===== config.mk =====
export PLATFORM = sky130hd
export DESIGN_NAME = csr_register_file_flat
export DESIGN_NICKNAME = d
export VERILOG_FILES = /design/src/rtl/csr_register_file_if.sv /design/src/rtl/csr_register_file.sv /design/src/flat_wrapper.sv
export SDC_FILE = /design/constraint.sdc
export NUM_CORES = 1
export LEC_CHECK = 0
export CORE_ASPECT_RATIO = 1.2
export CORE_UTILIZATION = 50
export DETAILED_ROUTE_END_ITERATION = 6
export PLACE_DENSITY = 0.87
export SYNTH_ARGS = -nofsm -noshare
export SYNTH_HDL_FRONTEND = slang
export SYNTH_SLANG_ARGS = --single-unit

===== constraint.sdc =====
create_clock -name clk -period 4.8 [get_ports clk]
set_input_delay 0.96 -clock clk [delete_from_list [all_inputs] [get_ports clk]]
set_output_delay 0.96 -clock clk [all_outputs]
set_load 0.02 [all_outputs]

===== src/rtl/csr_register_file_if.sv =====
// Decoder-to-CSR-unit bus for csr_register_file: CSR control, trap/mret events and redirect outputs.
interface csr_register_file_if;
    logic        CSR_reg_rd;
    logic        CSR_reg_wr;
    logic [1:0]  CSR_wd_select;
    logic        RD1_RS1_sel;
    logic [11:0] csr_addr;
    logic [31:0] rs1_data;
    logic [4:0]  uimm;
    logic        instr_retired;
    logic        trap_valid;
    logic [31:0] trap_cause;
    logic [31:0] trap_pc;
    logic        mret;
    logic [31:0] csr_rdata;
    logic        illegal_csr;
    logic [31:0] mtvec_out;
    logic [31:0] mepc_out;
    logic        mie_out;

    modport master (
        output CSR_reg_rd, CSR_reg_wr, CSR_wd_select, RD1_RS1_sel, csr_addr, rs1_data, uimm,
               instr_retired, trap_valid, trap_cause, trap_pc, mret,
        input  csr_rdata, illegal_csr, mtvec_out, mepc_out, mie_out
    );

    modport slave (
        input  CSR_reg_rd, CSR_reg_wr, CSR_wd_select, RD1_RS1_sel, csr_addr, rs1_data, uimm,
               instr_retired, trap_valid, trap_cause, trap_pc, mret,
        output csr_rdata, illegal_csr, mtvec_out, mepc_out, mie_out
    );
endinterface


===== src/rtl/csr_register_file.sv =====
// Machine-mode CSR storage/update unit with trap entry and mret redirect targets.
// The 64-bit mcycle/minstret counters and their CSR addresses exist only when CSR_COUNTERS_EN is defined.
module csr_register_file #(
    parameter logic [31:0] MTVEC_RESET = 32'h0000_0000,
    parameter logic [31:0] HART_ID     = 32'h0000_0000
) (
    input logic                clk,
    input logic                rst,
    csr_register_file_if.slave bus
);
    localparam logic [11:0] ADDR_MSTATUS   = 12'h300;
    localparam logic [11:0] ADDR_MTVEC     = 12'h305;
    localparam logic [11:0] ADDR_MSCRATCH  = 12'h340;
    localparam logic [11:0] ADDR_MEPC      = 12'h341;
    localparam logic [11:0] ADDR_MCAUSE    = 12'h342;
    localparam logic [11:0] ADDR_MCYCLE    = 12'hB00;
    localparam logic [11:0] ADDR_MCYCLEH   = 12'hB80;
    localparam logic [11:0] ADDR_MINSTRET  = 12'hB02;
    localparam logic [11:0] ADDR_MINSTRETH = 12'hB82;
    localparam logic [11:0] ADDR_CYCLE     = 12'hC00;
    localparam logic [11:0] ADDR_CYCLEH    = 12'hC80;
    localparam logic [11:0] ADDR_INSTRET   = 12'hC02;
    localparam logic [11:0] ADDR_INSTRETH  = 12'hC82;
    localparam logic [11:0] ADDR_MHARTID   = 12'hF14;

    logic        mie_r;
    logic        mpie_r;
    logic [29:0] mtvec_r;
    logic [29:0] mepc_r;
    logic [31:0] mscratch_r;
    logic [31:0] mcause_r;
`ifdef CSR_COUNTERS_EN
    logic [63:0] mcycle_r;
    logic [63:0] minstret_r;
`endif
    logic [31:0] cur_s;
    logic [31:0] src_s;
    logic [31:0] new_s;
    logic        impl_s;
    logic        illegal_s;
    logic        we_s;
    logic        unused_s;

    // Address decode: current value of the addressed CSR and whether it exists
    always_comb begin
        cur_s  = 32'h0000_0000;
        impl_s = 1'b1;
        case (bus.csr_addr)
            ADDR_MSTATUS:  cur_s = {24'h00_0000, mpie_r, 3'b000, mie_r, 3'b000};
            ADDR_MTVEC:    cur_s = {mtvec_r, 2'b00};
            ADDR_MSCRATCH: cur_s = mscratch_r;
            ADDR_MEPC:     cur_s = {mepc_r, 2'b00};
            ADDR_MCAUSE:   cur_s = mcause_r;
            ADDR_MHARTID:  cur_s = HART_ID;
`ifdef CSR_COUNTERS_EN
            ADDR_MCYCLE,   ADDR_CYCLE:    cur_s = mcycle_r[31:0];
            ADDR_MCYCLEH,  ADDR_CYCLEH:   cur_s = mcycle_r[63:32];
            ADDR_MINSTRET, ADDR_INSTRET:  cur_s = minstret_r[31:0];
            ADDR_MINSTRETH, ADDR_INSTRETH: cur_s = minstret_r[63:32];
`endif
            default:       impl_s = 1'b0;
        endcase
    end

    // Write-data formation for csrrw/csrrs/csrrc and their immediate forms
    always_comb begin
        src_s = bus.RD1_RS1_sel ? {27'h000_0000, bus.uimm} : bus.rs1_data;
        case (bus.CSR_wd_select)
            2'b00:   new_s = src_s;
            2'b01:   new_s = cur_s | src_s;
            2'b10:   new_s = cur_s & ~src_s;
            default: new_s = cur_s;
        endcase
    end

    // The 0xC00-0xFFF block is read-only, so writes there are illegal even when implemented
    assign illegal_s = (bus.CSR_reg_rd | bus.CSR_reg_wr)
                     & (~impl_s | (bus.CSR_reg_wr & (bus.csr_addr[11:10] == 2'b11)));
    assign we_s      = bus.CSR_reg_wr & ~illegal_s & ~bus.trap_valid;
    assign unused_s  = ^{bus.instr_retired, bus.trap_pc[1:0]};

    assign bus.csr_rdata   = bus.CSR_reg_rd ? cur_s : 32'h0000_0000;
    assign bus.illegal_csr = illegal_s;
    assign bus.mtvec_out   = {mtvec_r, 2'b00};
    assign bus.mepc_out    = {mepc_r, 2'b00};
    assign bus.mie_out     = mie_r;

    // Trap state and CSR writes: trap beats mret, mret beats a write to mstatus
    always_ff @(posedge clk) begin
        if (!rst) begin
            mie_r      <= 1'b0;
            mpie_r     <= 1'b0;
            mtvec_r    <= MTVEC_RESET[31:2];
            mepc_r     <= 30'h0000_0000;
            mscratch_r <= 32'h0000_0000;
            mcause_r   <= 32'h0000_0000;
        end else if (bus.trap_valid) begin
            mepc_r   <= bus.trap_pc[31:2];
            mcause_r <= bus.trap_cause;
            mpie_r   <= mie_r;
            mie_r    <= 1'b0;
        end else begin
            if (bus.mret) begin
                mie_r  <= mpie_r;
                mpie_r <= 1'b1;
            end else if (we_s && (bus.csr_addr == ADDR_MSTATUS)) begin
                mie_r  <= new_s[3];
                mpie_r <= new_s[7];
            end
            if (we_s) begin
                case (bus.csr_addr)
                    ADDR_MTVEC:    mtvec_r    <= new_s[31:2];
                    ADDR_MSCRATCH: mscratch_r <= new_s;
                    ADDR_MEPC:     mepc_r     <= new_s[31:2];
                    ADDR_MCAUSE:   mcause_r   <= new_s;
                    default:       ;
                endcase
            end
        end
    end

`ifdef CSR_COUNTERS_EN
    // Counters: a CSR write to either half replaces that half and skips the increment
    always_ff @(posedge clk) begin
        if (!rst) begin
            mcycle_r   <= 64'h0;
            minstret_r <= 64'h0;
        end else begin
            if (we_s && (bus.csr_addr == ADDR_MCYCLE)) begin
                mcycle_r <= {mcycle_r[63:32], new_s};
            end else if (we_s && (bus.csr_addr == ADDR_MCYCLEH)) begin
                mcycle_r <= {new_s, mcycle_r[31:0]};
            end else begin
                mcycle_r <= mcycle_r + 64'd1;
            end
            if (we_s && (bus.csr_addr == ADDR_MINSTRET)) begin
                minstret_r <= {minstret_r[63:32], new_s};
            end else if (we_s && (bus.csr_addr == ADDR_MINSTRETH)) begin
                minstret_r <= {new_s, minstret_r[31:0]};
            end else if (bus.instr_retired) begin
                minstret_r <= minstret_r + 64'd1;
            end else begin
                minstret_r <= minstret_r;
            end
        end
    end
`endif
endmodule


===== src/flat_wrapper.sv =====
// flat-port wrapper written by rule: the top's interface ports become plain ports
module csr_register_file_flat 
#(
    parameter logic [31:0] MTVEC_RESET = 32'h0000_0000,
    parameter logic [31:0] HART_ID     = 32'h0000_0000
)
  (clk, rst, bus_CSR_reg_rd, bus_CSR_reg_wr, bus_CSR_wd_select, bus_RD1_RS1_sel, bus_csr_addr, bus_rs1_data, bus_uimm, bus_instr_retired, bus_trap_valid, bus_trap_cause, bus_trap_pc, bus_mret, bus_csr_rdata, bus_illegal_csr, bus_mtvec_out, bus_mepc_out, bus_mie_out);
  csr_register_file_if bus_i ();
  input logic clk;
  input logic rst;
  input wire logic [$bits(bus_i.CSR_reg_rd)-1:0] bus_CSR_reg_rd;
  input wire logic [$bits(bus_i.CSR_reg_wr)-1:0] bus_CSR_reg_wr;
  input wire logic [$bits(bus_i.CSR_wd_select)-1:0] bus_CSR_wd_select;
  input wire logic [$bits(bus_i.RD1_RS1_sel)-1:0] bus_RD1_RS1_sel;
  input wire logic [$bits(bus_i.csr_addr)-1:0] bus_csr_addr;
  input wire logic [$bits(bus_i.rs1_data)-1:0] bus_rs1_data;
  input wire logic [$bits(bus_i.uimm)-1:0] bus_uimm;
  input wire logic [$bits(bus_i.instr_retired)-1:0] bus_instr_retired;
  input wire logic [$bits(bus_i.trap_valid)-1:0] bus_trap_valid;
  input wire logic [$bits(bus_i.trap_cause)-1:0] bus_trap_cause;
  input wire logic [$bits(bus_i.trap_pc)-1:0] bus_trap_pc;
  input wire logic [$bits(bus_i.mret)-1:0] bus_mret;
  output wire logic [$bits(bus_i.csr_rdata)-1:0] bus_csr_rdata;
  output wire logic [$bits(bus_i.illegal_csr)-1:0] bus_illegal_csr;
  output wire logic [$bits(bus_i.mtvec_out)-1:0] bus_mtvec_out;
  output wire logic [$bits(bus_i.mepc_out)-1:0] bus_mepc_out;
  output wire logic [$bits(bus_i.mie_out)-1:0] bus_mie_out;
  assign bus_i.CSR_reg_rd = bus_CSR_reg_rd;
  assign bus_i.CSR_reg_wr = bus_CSR_reg_wr;
  assign bus_i.CSR_wd_select = bus_CSR_wd_select;
  assign bus_i.RD1_RS1_sel = bus_RD1_RS1_sel;
  assign bus_i.csr_addr = bus_csr_addr;
  assign bus_i.rs1_data = bus_rs1_data;
  assign bus_i.uimm = bus_uimm;
  assign bus_i.instr_retired = bus_instr_retired;
  assign bus_i.trap_valid = bus_trap_valid;
  assign bus_i.trap_cause = bus_trap_cause;
  assign bus_i.trap_pc = bus_trap_pc;
  assign bus_i.mret = bus_mret;
  assign bus_csr_rdata = bus_i.csr_rdata;
  assign bus_illegal_csr = bus_i.illegal_csr;
  assign bus_mtvec_out = bus_i.mtvec_out;
  assign bus_mepc_out = bus_i.mepc_out;
  assign bus_mie_out = bus_i.mie_out;
  csr_register_file #(.MTVEC_RESET(MTVEC_RESET), .HART_ID(HART_ID)) u_core (.clk(clk), .rst(rst), .bus(bus_i));
endmodule

== After elaboration in Yosys (flattened, before gate mapping) ==
Index checks and enable logic that the tools add are counted.
Storage, ports and cells
  output and inout bits: 98
  word-level logic and storage cells: 57
  input port bits: 123
  register bits after elaboration: 126
Cells by class
  bitwise operators: 13
  reduce and logical (&&, ||, !) cells: 13
  equal/unequal tests: 9
  muxes and demuxes: 16
Operators with widths (count)
  $mux 32: 5
  $pmux 32 s5: 1
  $pmux 32 s3: 1
  $mux 30: 3
  $eq 12x10->1 const B: 5
  $and 32x32->32: 1
  $not 32->32: 1
  $or 32x32->32: 1
  $eq 12x12->1 const B: 1
  $reduce_bool 2->1: 4
  $mux 1: 6
  $reduce_and 3->1: 2
  $reduce_or 6->1: 1
  $and 1x1->1: 4
  $eq 2x2->1 const B: 2
  $not 1->1: 4
  $reduce_and 2->1: 2
  $reduce_bool 3->1: 1
  $eq 2x1->1 const B: 1
  $logic_not 2->1: 1
  $or 1x1->1: 2
  $reduce_or 2->1: 1
  $logic_and 1x1->1: 1

== Longest topological paths before layout ==
  depth after elaboration: 13
  depth in mapped cells: 8
  gate-level depth less buffers: 5

== Worst setup path after synthesis ==
OpenSTA, ideal clock, no wires.
  path kind: input to output
  start: in bus_csr_addr[8]
  end: out bus_illegal_csr
  arrival: 2456 ps
  path slack: 1384 ps
  required time: 3840 ps
  stages: 8
  path buffers: 3
  path through: nor4bb_1 > buf_2 > and4_1 > buf_4 > buf_4 > a31oi_1 > o21ai_0 > o21ai_0
On the way
  cells in the longest elaborated chain, start to end: 6
  elaborated cells between the ends (all ways): 11
  classes of those cells: 6 x eq/ne; 1 x mux; 3 x bitwise; 1 x reduce/logical
RTL lines
  start: declaration: RTL line flat_wrapper.sv:15  | input wire logic [$bits(bus_i.csr_addr)-1:0] bus_csr_addr;
  $eq 12x12->1 / $eq 12x10->1 (equally long branches): RTL line csr_register_file.sv:48  | case (bus.csr_addr)
  $reduce_or 6->1 (no line) *
  $mux 1 *: RTL line csr_register_file.sv:48
  $not 1->1 *: RTL line csr_register_file.sv:78  | & (~impl_s | (bus.CSR_reg_wr & (bus.csr_addr[11:10] == 2'b11)));
  $or 1x1->1 *: RTL line csr_register_file.sv:78
  $and 1x1->1 *: RTL line csr_register_file.sv:78
  end: declaration: RTL line flat_wrapper.sv:24  | output wire logic [$bits(bus_i.illegal_csr)-1:0] bus_illegal_csr;
Every way passes the cells marked *; elsewhere a longest branch is shown, timed or not.

== Final worst setup path ==
  start: in bus_csr_addr[11]
  end: out bus_csr_rdata[14]
On the way
  cells in the longest elaborated chain, start to end: 3
  elaborated cells between the ends (all ways): 7
  classes of those cells: 5 x eq/ne; 2 x mux
RTL lines
  $eq 12x10->1: RTL line csr_register_file.sv:48
  $pmux 32 s5 *: RTL line csr_register_file.sv:48
  $mux 32 *: RTL line csr_register_file.sv:82  | assign bus.csr_rdata = bus.CSR_reg_rd ? cur_s : 32'h0000_0000;
  end: declaration: RTL line flat_wrapper.sv:23  | output wire logic [$bits(bus_i.csr_rdata)-1:0] bus_csr_rdata;
Marks and branches as above.

==> results.sh <==
export IMPL_gp_congestion=0.904
export IMPL_worstReg2RegEnd="u_core.mpie_r"
export IMPL_design_area_sq_um=9420
export IMPL_port_buffers=213
export IMPL_syn_instance_count=772
export IMPL_hold_path_end="u_core.mcause_r[6]"
export IMPL_vias_per_cell=6.72
export IMPL_syn_avg_cell_area_sq_um=8.53
export IMPL_p_total_mw=2.87
export IMPL_grt_pass1_wl_microns=38600
export IMPL_cp_startpoint="bus_csr_addr[11]"
export IMPL_coreArea_sq_um=12700
export IMPL_final_common_cell="clkdlybuf4s50_1"
export IMPL_rr_worst_depth=5
export IMPL_yosysSeqAreaShare_pct=38.3
export IMPL_skew_ps=6.13
export IMPL_clockBufferDepth=2
export IMPL_ir_drop_mv=0.252
export IMPL_cpMostUsedCell="clkdlybuf4s50_1"
export IMPL_holdWs_ps=495
export IMPL_dieArea_sq_um=13600
export IMPL_ys_warn_count=0
export IMPL_min_from="u_core.mcause_r[6]"
export IMPL_synthDistinctLibCells=57
export IMPL_crit_path_start_kind="primary input"
export IMPL_period_needed_ps=4590
export IMPL_leakagePower_nw=3.38
export IMPL_hp_class="register to register"
export IMPL_wire_per_inst_microns=22.3
export IMPL_synth_seq_cells=126
export IMPL_synthArstFlopShare_pct=0
export IMPL_pre_cts_ws_ps=330
export IMPL_cellPowerDensity_nw_per_um2=305
export IMPL_path_buf_inv=4
export IMPL_cts_setup_buffers=0
export IMPL_ctsResizeCount=0
export IMPL_dr_pass1_iters=5
export IMPL_route_detailed_drc=0
export IMPL_antenna_found_initial=0
export IMPL_layout_common_cells="clkdlybuf4s50_1 (208), dfxtp_1 (126), o21ai_0 (88), a21oi_1 (80), a22oi_1 (45)"
export IMPL_syn_to_final_growth_pct=43.0
export IMPL_routed_wl_microns=25100
export IMPL_cp_max_fo=29
export IMPL_yosys_most_used_dff="dfxtp_1"
export IMPL_grt_max_degree=77
export IMPL_cts_sinks=126
export IMPL_numCtsBuffers=17
export IMPL_dpl_hpwl_microns=15700
export IMPL_synth_area_leader_cell="dfxtp_1"
export IMPL_die_h_microns=128
export IMPL_grt_overflow_total=0
export IMPL_crit_family="buffers and inverters"
export IMPL_fin_setup_tns_ps=0
export IMPL_fmax_mhz=218
export IMPL_start_util_pct=51.8
export IMPL_groute_usage_overall_pct=36.4
export IMPL_cap_violations=0
export IMPL_hold_viol=0
export IMPL_dieWidth_microns=107
export IMPL_ios=221
export IMPL_first_global_vias=7371
export IMPL_status="complete, no violations"
export IMPL_cts_tree="yes"
export IMPL_ant_nets=0
export IMPL_syn_area_sq_um=6590
export IMPL_placed_area_sq_um=8780
export IMPL_path_class="primary input to primary output"
export IMPL_setup_violations=0
export IMPL_synth_top_area_share_pct=38.3
export IMPL_critPathRequiredTime_ps=3840
export IMPL_worst_path_max_delay_cell="clkdlybuf4s50_1"
export IMPL_path_cells="clkdlybuf4s50_1 > nor4bb_1 > buf_4 > and4_1 > buf_12 > a22oi_1 > nor2b_1 > clkdlybuf4s50_1"
export IMPL_rrSetupSlack_ps=3240
export IMPL_ctsHoldBuffers=0
export IMPL_reg2reg_from="u_core.mtvec_r[5]"
export IMPL_drt_iter0_drc=732
export IMPL_min_period_over_period_pct=95.7
export IMPL_slowest_delay_ps=670
export IMPL_clock_latency_ps=420
export IMPL_final_layout_size_suffix_gt1_share_pct=8.23
export IMPL_clk_pin_slew_worst_paths_ps=60
export IMPL_finalMaxSlewViolations=0
export IMPL_cts_root_buf="clkbuf_16"
export IMPL_rsz0062_at_grt="no"
export IMPL_max_slew_margin_rel_pct=31.4
export IMPL_worst_pin_slew_ps=1030
export IMPL_ctsHtreeMaxLevel=4
export IMPL_min_path_cells=2
export IMPL_via_count=7554
export IMPL_layout_setup_ws_ps=209
export IMPL_final_nets=1070
export IMPL_rows=45
export IMPL_synthTopCellsByArea="dfxtp_1 (38%), o21ai_0 (6.7%), a21oi_1 (6.1%)"
export IMPL_end_kind="primary output"
export IMPL_antenna_cells=0
export IMPL_synth_edff_count=0
export IMPL_critical_path_arrival_ps=3630
[worst max path at each step]
stage               cells past startpoint           endpoint
finish                                  8  bus_csr_rdata[14]
global route                            8  bus_csr_rdata[14]
CTS                                     8  bus_csr_rdata[14]
detailed placement                      8  bus_csr_rdata[14]
global placement                        8  bus_csr_rdata[14]
floorplan                               8    bus_illegal_csr
[registers in the layout, summed over array words and instances (netlist names)]
signal              count
u_core.mcause_r        32
u_core.mscratch_r      32
u_core.mpie_r           1
u_core.bus.mie_out      1
u_core.mepc_r          30
u_core.mtvec_r         30
[cells in the mapped netlist (all sizes together) (8+ instances only)]
cell type	n
dfxtp	126
o21ai	117
a21oi	81
clkbuf	62
a22oi	45
mux2i	33
nand2	31
o2bb2ai	31
a32oi	28
buf	22
nor2b	22
a2bb2oi	20
and2	16
nor2	16
a31oi	15
nand3	12
a21o	10
a22o	8
o22ai	8
[cell families after synthesis]
group                  Yosys count  share of synthesized area, %
and+or+nand+nor                132                          12.0
other                            1                        0.0569
muxes                           37                          5.70
AOI/OAI and AO/OA              387                          38.1
buffers and inverters           89                          5.81
DFF                            126                          38.3
[layout make-up]
class / count / area [sq um]
multi-input combinational: 560 / 3720
tap: 164 / 205
clock buffer: 19 / 453
timing repair buffer: 237 / 2310
clock inverter: 13 / 188
inverter: 5 / 18.8
fill: 966 / 3310
sequential: 126 / 2520
[stage by stage]
| stage | std cells | util, % |
|---|---|---|
| 2_1_floorplan | 775 | - |
| 3_3_place_gp | 1092 | 69.0 |
| 3_5_place_dp | 1092 | 69.0 |
| 4_1_cts | 1124 | 74.0 |
| 5_1_grt | 1124 | 74.0 |
| 6_report | 1124 | 74.0 |
[report_power, final]
group          total [mW]  switching (mW)  internal (mW)
sequential           1.10          0.0235           1.08
clock                1.39           0.491          0.898
combinational       0.384           0.198          0.186
[worst reg2reg max path, delay by kind of cell (launching register included)]
| kind | cells | cell delay (ps) |
|---|---|---|
| compound gates | 3 | 780 |
| flops | 1 | 340 |
| simple gates | 2 | 340 |
[per-layer routing]
| metal | wire length (microns) | GRT usage [%] | vias up |
|---|---|---|---|
| met5 | 0 | 0 | - |
| li1 | - | - | 3318 |
| met2 | 11800 | 59.0 | 554 |
| met1 | 9460 | 43.6 | 3578 |
| met4 | 1140 | 22.1 | 0 |
| met3 | 2690 | 8.49 | 104 |
Power figures use the tool's default switching activity.
